--- src/rtl/alu_serial.sv ---
// Digit-serial 32-bit ALU (add/sub/AND/OR) processing DW bits per clock, LSB digit first.
// Result and ALUFlags are only loaded on completion, so they never show partial digits.
module alu_serial #(
  parameter int DW = 4
) (
  input  logic        clk,
  input  logic        reset,
  input  logic        start,
  input  logic [31:0] a,
  input  logic [31:0] b,
  input  logic [1:0]  ALUControl,
  output logic        busy,
  output logic        done,
  output logic [31:0] Result,
  output logic [3:0]  ALUFlags,
  output logic [1:0]  dbg_state
);

  localparam int K  = 32 / DW;
  localparam int CW = (K > 1) ? $clog2(K) : 1;

  // Handshake: start is taken on a rising edge only while IDLE or DONE (busy low);
  // busy stays high for exactly K cycles, then done pulses for one cycle with
  // Result/ALUFlags valid. start while busy is ignored; no back-pressure exists.
  typedef enum logic [1:0] {
    S_IDLE = 2'd0,
    S_RUN  = 2'd1,
    S_DONE = 2'd2
  } state_t;

  state_t          state_q, state_d;
  logic            accept;
  logic            last;
  logic [CW-1:0]   cnt_q;
  logic [31:0]     a_q, b_q, res_q, res_full;
  logic [1:0]      op_q;
  logic            carry_q;
  logic [4:0]      idx;
  logic [DW-1:0]   a_dig, b_dig, dig;
  logic [DW:0]     sum;
  logic            arith;
  logic            flag_n, flag_z, flag_c, flag_v;

  always_ff @(posedge clk or posedge reset) begin
    if (reset) state_q <= S_IDLE;
    else       state_q <= state_d;
  end

  always_comb begin
    state_d = state_q;
    accept  = 1'b0;
    case (state_q)
      S_IDLE: begin
        if (start) begin
          accept  = 1'b1;
          state_d = S_RUN;
        end
      end
      S_RUN: begin
        if (last) state_d = S_DONE;
      end
      S_DONE: begin
        if (start) begin
          accept  = 1'b1;
          state_d = S_RUN;
        end else begin
          state_d = S_IDLE;
        end
      end
      default: state_d = S_IDLE;
    endcase
  end

  assign busy      = (state_q == S_RUN);
  assign done      = (state_q == S_DONE);
  assign dbg_state = state_q;

  // b_q already holds the effective B operand (~b for sub), so the chain is a plain adder.
  assign last  = (cnt_q == CW'(K - 1));
  assign idx   = 5'(int'(cnt_q) * DW);
  assign a_dig = DW'(a_q >> idx);
  assign b_dig = DW'(b_q >> idx);
  assign sum   = {1'b0, a_dig} + {1'b0, b_dig} + {{DW{1'b0}}, carry_q};
  assign arith = ~op_q[1];

  always_comb begin
    dig = sum[DW-1:0];
    case (op_q)
      2'b10:   dig = a_dig & b_dig;
      2'b11:   dig = a_dig | b_dig;
      default: dig = sum[DW-1:0];
    endcase
  end

  // The working register is cleared on accept, so each digit can simply be OR-ed in place.
  assign res_full = res_q | (32'(dig) << idx);
  assign flag_n   = res_full[31];
  assign flag_z   = (res_full == 32'd0);
  assign flag_c   = arith & sum[DW];
  assign flag_v   = arith & (a_q[31] == b_q[31]) & (res_full[31] != a_q[31]);

  always_ff @(posedge clk or posedge reset) begin
    if (reset) begin
      a_q      <= '0;
      b_q      <= '0;
      op_q     <= '0;
      cnt_q    <= '0;
      carry_q  <= 1'b0;
      res_q    <= '0;
      Result   <= '0;
      ALUFlags <= '0;
    end else if (accept) begin
      a_q     <= a;
      b_q     <= (ALUControl == 2'b01) ? ~b : b;
      op_q    <= ALUControl;
      cnt_q   <= '0;
      carry_q <= (ALUControl == 2'b01);
      res_q   <= '0;
    end else if (state_q == S_RUN) begin
      res_q   <= res_full;
      carry_q <= sum[DW];
      if (last) begin
        Result   <= res_full;
        ALUFlags <= {flag_n, flag_z, flag_c, flag_v};
      end else begin
        cnt_q <= cnt_q + CW'(1);
      end
    end
  end

endmodule

--- config.mk ---
export PLATFORM = sky130hd
export DESIGN_NAME = alu_serial
export DESIGN_NICKNAME = d
export VERILOG_FILES = /design/src/rtl/alu_serial.sv
export SDC_FILE = /design/constraint.sdc
export NUM_CORES = 1
export LEC_CHECK = 0
export CELL_PAD_IN_SITES_DETAIL_PLACEMENT = 0
export CELL_PAD_IN_SITES_GLOBAL_PLACEMENT = 1
export CORE_MARGIN = 3
export CORE_UTILIZATION = 42
export DETAILED_ROUTE_END_ITERATION = 6
export PLACE_DENSITY = 0.88
export SLEW_MARGIN = 20
export SYNTH_ARGS = -nofsm -noshare
export SYNTH_HDL_FRONTEND = slang
export SYNTH_SLANG_ARGS = --single-unit
--- constraint.sdc ---
create_clock -name clk -period 7.46 [get_ports clk]
set_input_delay 2.238 -clock clk [delete_from_list [all_inputs] [get_ports clk]]
set_output_delay 2.238 -clock clk [all_outputs]
set_load 0.02 [all_outputs]
==> results.toml <==
[clock_network]
ctsHoldBuffers = 0
clk_path_buf_depth = 2
cts_sinks = 139
tritoncts = "built"
cts_setup_buffers = 0
cts_resized = 0
cts_max_level = 4
insertion_delay_ns = 0.43
clkTransAtPathRegs_ns = 0.06
cts_made_buffers = 17
root_buffer = "clkbuf_16"

[grt]
grt_usage_pct = 19.3
grt_max_degree = 122
grt_pass1_wl_um = 26900
antenna_found_initial = 0
grt_overflow = 0
grt_pass1_vias = 5335

[yosys]
synth_top_area_cell = "dfrtp_1"
synthCells = 679
synth_cell_type_count = 56
syn-num-nets = 760
synth_area_leaders = "dfrtp_1 52%, nand2_1 9.9%, mux4_2 5.3%"
seq_area_frac_synth_pct = 51.6
syn_area_per_cell_um2 = 9.93
synth-seq-cells = 139
syn_area_um2 = 6740
netlist.area_leader.share_pct = 51.6
ys.flop_type = "dfrtp_1"
async_flop_share_pct = 100
ys_warn_count = 0
synth_edf_count = 0

[floorplan]
fp.dieArea_um2 = 17600
die_y_um = 133
coreArea_um2 = 15400
initial_core_util_pct = 43.7
fp.dieW_um = 133
rows = 45
io_pins = 109

[cells_and_area]
layout_common_cells = "177 x nand2_1, 139 x dfrtp_1, 108 x clkdlybuf4s50_1"
final_common_cell = "nand2_1"
fin_nets = 847
antenna_cells = 0
drive_gt1_share_pct = 9.11
area_growth_pct = 28.7
multi_input_area_um2 = 3040
seqCellArea_um2 = 3480
nFillCells = 1371
stdcell_count = 990

[status]
status = "completed"

[setup_path]
arrival_ns = 2.25
r2r_start = "cnt_q[0]"
max_stage_delay_ns = 0.71
cp_slowest_cell = "clkdlybuf4s50_1"
critPathRequiredTime_ns = 5.22
crit_type = "flip-flop to output pin"
crit_path_end_kind = "output pin"
crit_chain = "nand2b_1 > inv_1 > clkdlybuf4s50_1"
cp_max_fo = 12
crit_start = "dbg_state[0]"
critPathLaunchType = "flip-flop"

[route]
drtPass1Iterations = 4
vias_per_cell = 5.19
wl_per_cell_um = 16.3
dr_total_vias = 5137
drc_errors = 0
wl_um = 16200
ant_nets = 0
drtIter0Drc = 302

[power]
p_leak_nw = 3.83
power_mw = 4.47
powerDensity_nw_per_um2 = 514
ir_worst_vdd_mv = 0.287

[min_path]
worstHoldStart = "a_q[15]"
hp-class = "flip-flop to flip-flop"

[sta]
max_slew.worst_pin.slew_ns = 1.08
finalClockSkew_ns = 0.0107
timing.slew.headroom_pct = 27.5
worst_slack_ns = 2.97
finalHoldViolations = 0
rsz0062_at_grt = "no"
slew_violations = 0
fin_crit_sh_pct = 60.2
setup_viol = 0
max_freq_mhz = 223
hold_slack_ns = 0.473
period_needed_ns = 4.49
tns_ns = 0

[placement]
place_ws_ns = 3.19
hpwl_um = 11400
gp_congestion = 0.833
place.port_buffers = 108
placed_cells_incl_taps = 956

[run]
drv_cap = 0
-- state kept, by name, indices dropped and copies added, names as in the netlist --
signal / flops
cnt_q: 3
res_q: 32
Result: 32
ALUFlags: 3
dbg_state: 2
op_q: 2
b_q: 32
carry_q: 1
a_q: 32
-- kinds of logic after synthesis --
group / synth area share [%]
and+or+nand+nor: 16.2
AOI/OAI and AO/OA: 14.9
DFF: 51.6
buffers and inverters: 3.77
xor gates and xnor gates: 4.29
muxes: 6.86
adders and majority gates: 2.45
-- path summary, 6_finish.rpt --
| kind | endpoint | slack, ns | cells past startpoint |
|---|---|---|---|
| min in group asynchronous | Result[31] | 2.35 | 2 |
| min | a_q[15] | 0.47 | 2 |
| max | busy | 2.97 | 3 |
| max reg2reg | ALUFlags[2] | 3.29 | 12 |
| min reg2reg | a_q[15] | 0.47 | 2 |
| max in group asynchronous | Result[11] | 3.94 | 3 |
-- stage by stage --
step	area [um2]	utilization, %
after floorplan	6740	-
after global placement	7940	51.5
after detailed placement	7940	51.5
after CTS	8630	55.9
after global routing	8680	56.3
final	8680	56.3
-- worst max-delay path, delay by kind of cell, from the launching register on --
kind                   cells  cell delay [ns]
flip-flops                 1             0.47
AND/OR/NAND/NOR            1             0.20
buffers and inverters      2             1.15
-- synthesized netlist by cell type (4+ instances only) --
| cell | number |
|---|---|
| mux2i_1 | 8 |
| nor2b_1 | 6 |
| a21oi_1 | 43 |
| buf_4 | 5 |
| nand2b_1 | 14 |
| o21ai_0 | 57 |
| a22o_1 | 16 |
| nand2_1 | 178 |
| mux4_2 | 16 |
| o21ai_1 | 10 |
| a31oi_1 | 7 |
| clkbuf_1 | 26 |
| nor4_1 | 7 |
| xnor2_1 | 32 |
| dfrtp_1 | 139 |
| inv_1 | 13 |
| nand3_1 | 4 |
| buf_2 | 11 |
| ha_1 | 10 |
| nor2_1 | 26 |
-- area by class of cell --
type	count	area share, %
Sequential cell	139	40.1
Multi-Input combinational cell	481	35.0
Timing Repair Buffer	113	13.3
Clock buffer	19	5.22
Tap cell	211	3.04
Clock inverter	13	2.72
Inverter	14	0.663
-- routing by layer --
metal	GRT usage [%]	vias up	routed length, um
li1	-	2492	-
met1	24.9	2438	7000
met2	31.1	168	7750
met3	4.75	39	929
met4	8.37	0	507
met5	0	-	0
-- report_power, final --
| part | total (mW) | internal [mW] | switching [mW] |
|---|---|---|---|
| Combinational | 2.16 | 0.912 | 1.25 |
| Clock | 0.974 | 0.647 | 0.327 |
| Sequential | 1.33 | 1.07 | 0.259 |
(Power assumes the default switching activity.)
